File: config.mk
export PLATFORM = sky130hd
export DESIGN_NAME = array_key_scan
export DESIGN_NICKNAME = d
export VERILOG_FILES = /design/src/rtl/array_key_pkg.sv /design/src/rtl/key_sync.sv /design/src/rtl/array_key_scan.sv
export SDC_FILE = /design/constraint.sdc
export NUM_CORES = 1
export LEC_CHECK = 0
export BUFFER_PORTS_ARGS = -buffer_cell sky130_fd_sc_hd__buf_2
export CAP_MARGIN = 25
export CORE_ASPECT_RATIO = 0.6
export CORE_UTILIZATION = 60
export CTS_CLUSTER_SIZE = 25
export DETAILED_ROUTE_END_ITERATION = 10
export PLACE_DENSITY = 0.79
export RECOVER_POWER = 100
export SLEW_MARGIN = 20
export SYNTH_ARGS = -nofsm -noshare
export SYNTH_HDL_FRONTEND = slang
export SYNTH_HIERARCHICAL = 1
export SYNTH_SLANG_ARGS = --single-unit
File: constraint.sdc
create_clock -name clk -period 3.5 [get_ports clk]
set_input_delay 0.7 -clock clk [delete_from_list [all_inputs] [get_ports clk]]
set_output_delay 0.7 -clock clk [all_outputs]
set_load 0.1 [all_outputs]
File: src/rtl/array_key_pkg.sv
// Shared types and constants for the 4x4 keypad scanner.
package array_key_pkg;
    localparam int KEY_ROWS = 4;
    localparam int KEY_COLS = 4;
    localparam logic [KEY_COLS-1:0] COL_IDLE = 4'b0000;

    typedef enum logic [2:0] {
        IDLE,
        DEBOUNCE,
        SCAN,
        REPORT,
        RELEASE
    } state_e;

    // Index of the lowest-numbered active-low row; 0 when none is low.
    function automatic logic [1:0] lowest_low(input logic [KEY_ROWS-1:0] rows);
        lowest_low = 2'd0;
        for (int i = KEY_ROWS - 1; i >= 0; i--) begin
            if (!rows[i]) lowest_low = 2'(i);
        end
    endfunction
endpackage

File: src/rtl/key_sync.sv
// Two-flop synchronizer for asynchronous inputs, with a configurable reset value.
module key_sync #(
    parameter int               WIDTH   = 4,
    parameter logic [WIDTH-1:0] RST_VAL = '1
) (
    input  logic             clk,
    input  logic             rst_n,
    input  logic [WIDTH-1:0] d_i,
    output logic [WIDTH-1:0] q_o
);
    logic [WIDTH-1:0] meta_q;
    logic [WIDTH-1:0] sync_q;

    always_ff @(posedge clk or negedge rst_n) begin
        if (!rst_n) begin
            meta_q <= RST_VAL;
            sync_q <= RST_VAL;
        end else begin
            meta_q <= d_i;
            sync_q <= meta_q;
        end
    end

    assign q_o = sync_q;
endmodule

File: src/rtl/array_key_scan.sv
// 4x4 matrix keypad scanner: debounced press/release, one key-code pulse per press.
module array_key_scan
    import array_key_pkg::*;
#(
    parameter int DEBOUNCE_CYC = 1_000_000,
    parameter int SCAN_CYC     = 16
) (
    input  logic                clk,
    input  logic                rst_n,
    input  logic [KEY_ROWS-1:0] key_row,
    output logic [KEY_COLS-1:0] key_col,
    output logic [3:0]          key_num,
    output logic                key_vld
);
    localparam int DW = $clog2(DEBOUNCE_CYC + 1);
    localparam int SW = (SCAN_CYC > 1) ? $clog2(SCAN_CYC) : 1;
    localparam logic [DW-1:0] DEB_MAX   = DW'(DEBOUNCE_CYC);
    localparam logic [SW-1:0] SCAN_LAST = SW'(SCAN_CYC - 1);

    logic [KEY_ROWS-1:0] row_s;
    logic                pressed;

    state_e        state_q, state_d;
    logic [DW-1:0] deb_cnt_q, deb_cnt_d, deb_inc;
    logic [SW-1:0] scan_cnt_q, scan_cnt_d;
    logic [1:0]    col_idx_q, col_idx_d;
    logic          hit_q, hit_d;
    logic [1:0]    hit_row_q, hit_row_d;
    logic [1:0]    hit_col_q, hit_col_d;
    logic [3:0]    key_num_q, key_num_d;
    logic          key_vld_q, key_vld_d;

    key_sync #(
        .WIDTH  (KEY_ROWS),
        .RST_VAL('1)
    ) u_row_sync (
        .clk  (clk),
        .rst_n(rst_n),
        .d_i  (key_row),
        .q_o  (row_s)
    );

    assign pressed = ~&row_s;
    // Saturating so a stuck count can never wrap back through DEB_MAX.
    assign deb_inc = (deb_cnt_q == DEB_MAX) ? deb_cnt_q : deb_cnt_q + 1'b1;

    always_ff @(posedge clk or negedge rst_n) begin
        if (!rst_n) begin
            state_q    <= IDLE;
            deb_cnt_q  <= '0;
            scan_cnt_q <= '0;
            col_idx_q  <= '0;
            hit_q      <= 1'b0;
            hit_row_q  <= '0;
            hit_col_q  <= '0;
            key_num_q  <= '0;
            key_vld_q  <= 1'b0;
        end else begin
            state_q    <= state_d;
            deb_cnt_q  <= deb_cnt_d;
            scan_cnt_q <= scan_cnt_d;
            col_idx_q  <= col_idx_d;
            hit_q      <= hit_d;
            hit_row_q  <= hit_row_d;
            hit_col_q  <= hit_col_d;
            key_num_q  <= key_num_d;
            key_vld_q  <= key_vld_d;
        end
    end

    always_comb begin
        state_d    = state_q;
        deb_cnt_d  = deb_cnt_q;
        scan_cnt_d = scan_cnt_q;
        col_idx_d  = col_idx_q;
        hit_d      = hit_q;
        hit_row_d  = hit_row_q;
        hit_col_d  = hit_col_q;
        key_num_d  = key_num_q;
        key_vld_d  = 1'b0;
        key_col    = COL_IDLE;
        case (state_q)
            IDLE: begin
                deb_cnt_d = '0;
                if (pressed) state_d = DEBOUNCE;
            end
            DEBOUNCE: begin
                if (!pressed) begin
                    deb_cnt_d = '0;
                    state_d   = IDLE;
                end else if (deb_inc == DEB_MAX) begin
                    deb_cnt_d  = '0;
                    scan_cnt_d = '0;
                    col_idx_d  = '0;
                    hit_d      = 1'b0;
                    state_d    = SCAN;
                end else begin
                    deb_cnt_d = deb_inc;
                end
            end
            SCAN: begin
                key_col = ~(4'b0001 << col_idx_q);
                // Sample only at the window end so the synchronized rows reflect this column.
                if (scan_cnt_q == SCAN_LAST) begin
                    scan_cnt_d = '0;
                    if (!hit_q && pressed) begin
                        hit_d     = 1'b1;
                        hit_row_d = lowest_low(row_s);
                        hit_col_d = col_idx_q;
                    end
                    if (col_idx_q == 2'd3) state_d = REPORT;
                    else col_idx_d = col_idx_q + 2'd1;
                end else begin
                    scan_cnt_d = scan_cnt_q + 1'b1;
                end
            end
            REPORT: begin
                if (hit_q) begin
                    key_num_d = {hit_row_q, hit_col_q};
                    key_vld_d = 1'b1;
                    deb_cnt_d = '0;
                    state_d   = RELEASE;
                end else begin
                    state_d = IDLE;
                end
            end
            RELEASE: begin
                if (pressed) begin
                    deb_cnt_d = '0;
                end else if (deb_inc == DEB_MAX) begin
                    deb_cnt_d = '0;
                    state_d   = IDLE;
                end else begin
                    deb_cnt_d = deb_inc;
                end
            end
            default: state_d = IDLE;
        endcase
    end

    assign key_num = key_num_q;
    assign key_vld = key_vld_q;
endmodule
## Word-level counts from Yosys, hierarchy flattened

Cells that the tools add are included.

| cells by class | value |
|---|---|
| add/subtract/negate cells | 3 |
| bitwise operators | 1 |
| reduce and logical (&&, ||, !) cells | 14 |
| eq/ne operators | 19 |
| shifts and indexed selects | 1 |
| muxes and demuxes | 36 |

Operators by type and width:

| cell | count |
|---|---|
| $mux W20 | 5 |
| $pmux W20 S4 | 1 |
| $eq A20 B20 Y1 const B | 2 |
| $mux W3 | 8 |
| $add A20 B1 Y20 const B | 1 |
| $ne A2 B2 Y1 const B | 10 |
| $mux W2 | 8 |
| $mux W4 | 4 |
| $pmux W3 S5 | 1 |
| $reduce_and A5 Y1 | 2 |
| $pmux W4 S2 | 1 |
| $eq A3 B2 Y1 const B | 2 |
| $mux W1 | 6 |
| $reduce_and A3 Y1 | 2 |
| $reduce_and A6 Y1 | 1 |
| $add A4 B1 Y4 const B | 1 |
| $eq A4 B4 Y1 const B | 1 |
| $not A4 Y4 | 1 |
| $pmux W2 S2 | 1 |
| $reduce_and A2 Y1 | 2 |
| $reduce_and A4 Y1 | 1 |
| $reduce_bool A4 Y1 | 1 |
| $shl A1 B2 Y4 const A | 1 |
| $eq A3 B1 Y1 const B | 1 |
| other kinds (9) | 10 |

| word-level totals | value |
|---|---|
| logic and storage cells | 85 |
| output and inout port bits | 9 |
| bits of input ports | 6 |
| register bits | 47 |

## Depth between registers and ports, before layout

| depth | value |
|---|---|
| depth in word-level cells | 6 |
| gate-level depth with buffers | 10 |
| gate-level depth less buffers | 8 |

## Modules after synthesis

Netlist, hierarchy kept.

Modules (own cells, without submodules):

| module | times used | area an instance (um^2) | cells each |
|---|---|---|---|
| array_key_scan | 1 | 2705.1 | 332 |
| key_sync | 1 | 210.2 | 8 |

## Least setup slack after synthesis

No wires, ideal clock.

| path | value |
|---|---|
| kind | register -> output |
| start | register state_q[0] |
| end | output key_col[0] |
| setup slack | 0.646 ns |
| data required time | 2.800 ns |
| stages on the path, launching flop included | 5 |
| arrival time | 2.154 ns |
| cells stage by stage | dfrtp_1 -> clkbuf_1 -> inv_1 -> nand3_1 -> nor2_1 |

| between the ends | value |
|---|---|
| word-level cells in the longest chain between the ends | 2 |

RTL lines:

| item | line | source |
|---|---|---|
| from (decl) | array_key_scan.sv:23 | `state_e state_q, state_d;` |
| from (signal assigned) | array_key_scan.sv:59 | `state_q <= state_d;` |
| $eq A3 B2 Y1 | array_key_scan.sv:82 | `case (state_q)` |
| $mux W4 | array_key_scan.sv:82 |  |
| to (decl) | array_key_scan.sv:11 | `output logic [KEY_COLS-1:0] key_col,` |

Every way passes these cells.

## Worst setup path in the final report

| path | value |
|---|---|
| start | register deb_cnt_q[1] |
| end | register hit_q |

| between the ends | value |
|---|---|
| word-level cells in the longest chain between the ends | 5 |
| elaborated cells between the ends (all ways) | 6 |

RTL lines:

| item | line | source |
|---|---|---|
| from (decl) | array_key_scan.sv:24 | `logic [DW-1:0] deb_cnt_q, deb_cnt_d, deb_inc;` |
| from (signal assigned) | array_key_scan.sv:60 | `deb_cnt_q <= deb_cnt_d;` |
| $add A20 B1 Y20 or $eq A20 B20 Y1 (tied branches) | array_key_scan.sv:45 | `assign deb_inc = (deb_cnt_q == DEB_MAX) ? deb_cnt_q : deb_cnt_q + 1'b1;` |
| $mux W20 * | array_key_scan.sv:45 |  |
| $eq A20 B20 Y1 * | array_key_scan.sv:91 | `end else if (deb_inc == DEB_MAX) begin` |
| $ne A2 B2 Y1 (no line) * | n/a |  |
| $reduce_and A5 Y1 (no line) * | n/a |  |
| to (signal assigned) | array_key_scan.sv:63 | `hit_q <= hit_d;` |
| to (decl) | array_key_scan.sv:27 | `logic hit_q, hit_d;` |

Mark *: on every way between the ends. The rest lies on a longest branch, timed or not.
A chain may end at the register's enable or synchronous reset.

==> key figures <==
Detailed routing
  – Drt total wl: 7310 µm
  – Routed WL per cell: approximately 18 µm
  – Pre-Repair DR Iteration Count: 8
  – Initial DRC Count: 401
  – Detail Route Antenna Nets: 0
  – DR vias/cell: 6.67
  – DRC violations left: 0
  – Via count: roughly 2700

Critical path
  – Arrival time at the worst endpoint: approximately 3500 ps
  – Critical path class: register to register
  – Critical path launch point type: register
  – FF-to-FF setup slack: between 150 and 200 ps
  – Worst Path Required: 3690 ps
  – FF-to-FF path depth: 8
  – Critical Path Fanout Max: 17
  – Crit end category: register
  – RR Startpoint: deb_cnt_q[1]$_DFFE_PN0P_
  – R2R Path End: hit_q$_DFFE_PN0P_

Timing
  – Setup TNS: 0 ps
  – Max-slew violation count: 48
  – Max Clock Freq: between 200 and 300 MHz
  – Slew HR: -66.0%
  – Fin Clk Skew: ~6.6 ps
  – Fin. Hold Viols: 0
  – Final worst-path cycle share: 95.5%
  – Slew @ Worst Pin: 2490 ps
  – Final min period: 3340 ps
  – RSZ-0062 raised after global routing: no
  – Setup violations, final: 0

Pwr
  – P_leak: 1.25 nW
  – Switching Share: between 20% and 30%
  – Internal power: 0.961 mW
  – NetSw: 0.405 mW
  – Clock network power share: 36.4%
  – Final Total Pwr: 1.37 mW
  – Reg power frac: 48.2%
  – Combinational Power Share: 15.4%
  – Maximum VDD drop: approximately 0.26 mV
  – PD cells: 446 nW/µm²

Finish
  – Post-Layout Cell Count: 405
  – Final #Nets: 354
  – Layout area overhead: 5.15%
  – Share of cells above drive strength 1: under 10%
  – Fin util: 66.5%
  – Register area: 1190 µm²
  – Filler Cells Inserted: 398
  – Antenna cell count: 0
  – Multi-input logic area: 1520 µm²

Clock tree
  – Clock root cell: clkbuf_8
  – Cts repair resizes: 0
  – Clock Tree Buf Depth: 2
  – H-tree levels: 2
  – Cts hold-fix bufs: 0
  – Post-CTS Repair Setup Buffers: 0
  – Worst skew pair latency: 310 ps
  – Clock sinks: 47
  – CTS buffer count: 5
  – TritonCTS clock tree: yes
  – CTS clk-pin slew, worst paths: 100 ps

Die
  – Starting Density: 63.2%
  – Die width: 92.0 µm
  – Die Y-Extent: approximately 56 µm
  – Core area: between 4000 and 5000 µm²
  – # rows: 19
  – Die ar.: 5150 µm²
  – IO Count: 15

Synth
  – Top area cells in the synthesized netlist: dfrtp_1 33%, dfstp_2 7.2%, nand2_1 6.7%
  – Top post-synthesis cells by count: 52 x nand2_1, 39 x dfrtp_1, 26 x nor2_1
  – Top cell type by total area after synthesis: dfrtp_1
  – Synth Instances: 340
  – Synth Flop Type: dfrtp_1
  – EDFF count, synth: 0
  – Netlist Area Pre-Place: 2920 µm²
  – Count leader, synth: nand2_1
  – Share of the synthesized area in the top cell type: 33.5%
  – Seq/Total Area, Yosys: 40.7%
  – Synth Register Bits: between 40 and 50
  – Synthesized area per cell: 8.57 µm²
  – Post-synth cell types: between 50 and 60
  – Syn. warnings: 6
  – Async S/R FF share, synth: 100%
  – Post-Syn Nets: roughly 350

Placement
  – GP Congestion: 1.02
  – IO Port Bufs: 14
  – Placed Cells: 397
  – Post-DP HPWL: 4960 µm

Global route
  – Largest net degree at the start of global routing: 48
  – Total gr overflow: 0
  – Total GRT Usage: between 30% and 40%
  – Vias in the first global route: 2331
  – First-pass GRT wire length: 11900 µm
  – Antenna violations before repair: 0

Hold path
  – Hold path depth: 0
  – Hold path endpoint: u_row_sync/q_o[1]$_DFF_PN1_
  – Path category of the worst min-delay check: register to register
  – Hold Crit Start: u_row_sync/meta_q[1]$_DFF_PN1_

Run status
  – Failing checks: max-capacitance violations, max-slew violations
  – Status: complete, but fails checks

Run
  – MaxCap Viol Count: 1
-- power by group through the flow --
stage	logic [mW]	clock network, mW	registers [mW]
2_1_floorplan	0.213	0	0.614
3_3_place_gp	0.201	0	0.659
3_5_place_dp	0.204	0	0.664
4_1_cts	0.205	0.499	0.654
5_1_grt	0.234	0.519	0.666
6_report	0.211	0.497	0.658
-- registers in the layout, indices dropped and copies added (netlist names) --
signal	flops
hit_col_q	2
key_num	4
state_q	3
deb_cnt_q	20
u_row_sync/meta_q	4
key_vld	1
hit_row_q	2
col_idx_q	2
scan_cnt_q	4
u_row_sync/q_o	4
hit_q	1
-- stage by stage --
stage / setup slack (ps) / cell area [µm²] / hold slack, ps
2_1_floorplan: 646 / 2920 / 345
3_3_place_gp: 477 / 2950 / 346
3_5_place_dp: 348 / 2950 / 347
4_1_cts: 317 / 3090 / 361
5_1_grt: 6.05 / 3070 / 368
6_report: 159 / 3070 / 360
-- placed cells by master (no fill, tap or decap), types with 4 or more instances in the layout --
cell	count
a21oi_1	11
a31oi_1	18
and3_1	6
buf_2	4
clkbuf_1	10
clkbuf_8	5
dfrtp_1	39
dfstp_2	7
ha_1	7
inv_1	17
mux2i_1	6
nand2_1	52
nand2b_1	4
nand3_1	15
nand4_1	10
nor2_1	26
nor3_1	8
nor4_1	7
o21ai_0	24
o31ai_1	7
o41ai_1	5
xnor2_1	5
-- cell families (layout without fill, tap and decap cells) --
family / Yosys count / count (layout) / synth area share [%]
buffers and inverters: 39 / 41 / 6.52
AND/OR/NAND/NOR: 153 / 153 / 27.8
adder cells (fa/ha/maj): 7 / 7 / 3.00
flip-flops: 47 / 47 / 40.7
AO/OA/AOI/OAI: 81 / 81 / 17.9
multiplexers: 6 / 6 / 2.06
XOR/XNOR: 7 / 7 / 2.10
-- metal layers --
metal	GRT usage [%]	share of wire (%)	wire [µm]	up-vias
met1	47.5	46	3360	1249
met5	0	0	0	-
met2	40.6	40	2930	192
li1	-	-	-	1238
met4	6.92	1.8	130	0
met3	8.20	12	888	23
-- worst max path at each step --
stage | to | start | cells past startpoint | slack [ps]
final | hit_q$_DFFE_PN0P_ | deb_cnt_q[1]$_DFFE_PN0P_ | 8 | 160
after global routing | deb_cnt_q[15]$_DFFE_PN0P_ | deb_cnt_q[0]$_DFFE_PN0P_ | 8 | 6
after CTS | deb_cnt_q[6]$_DFFE_PN0P_ | deb_cnt_q[0]$_DFFE_PN0P_ | 8 | 320
after detailed placement | deb_cnt_q[14]$_DFFE_PN0P_ | deb_cnt_q[0]$_DFFE_PN0P_ | 8 | 350
after global placement | col_idx_q[1]$_DFFE_PN0P_ | deb_cnt_q[0]$_DFFE_PN0P_ | 8 | 480
after floorplan | key_col[0] | state_q[0]$_DFFE_PN0P_ | 4 | 650
-- worst max-delay path, stage by stage, from the launching register on --
cell	delay [ps]
dfrtp_1	480
ha_1	410
nand3_1	200
or3_4	430
or4_1	510
a21oi_1	300
o2111ai_2	460
o21ai_0	340
o21ai_1	100
-- cell type report --
| class | count | share of cell area [%] |
|---|---|---|
| Sequential cell | 47 | 38.7 |
| Multi-Input combinational cell | 254 | 49.7 |
| Timing Repair Buffer | 16 | 2.37 |
| Clock buffer | 5 | 2.24 |
| Tap cell | 63 | 2.57 |
| Clock inverter | 3 | 2.33 |
| Inverter | 17 | 2.08 |
(Power assumes the default switching activity.)
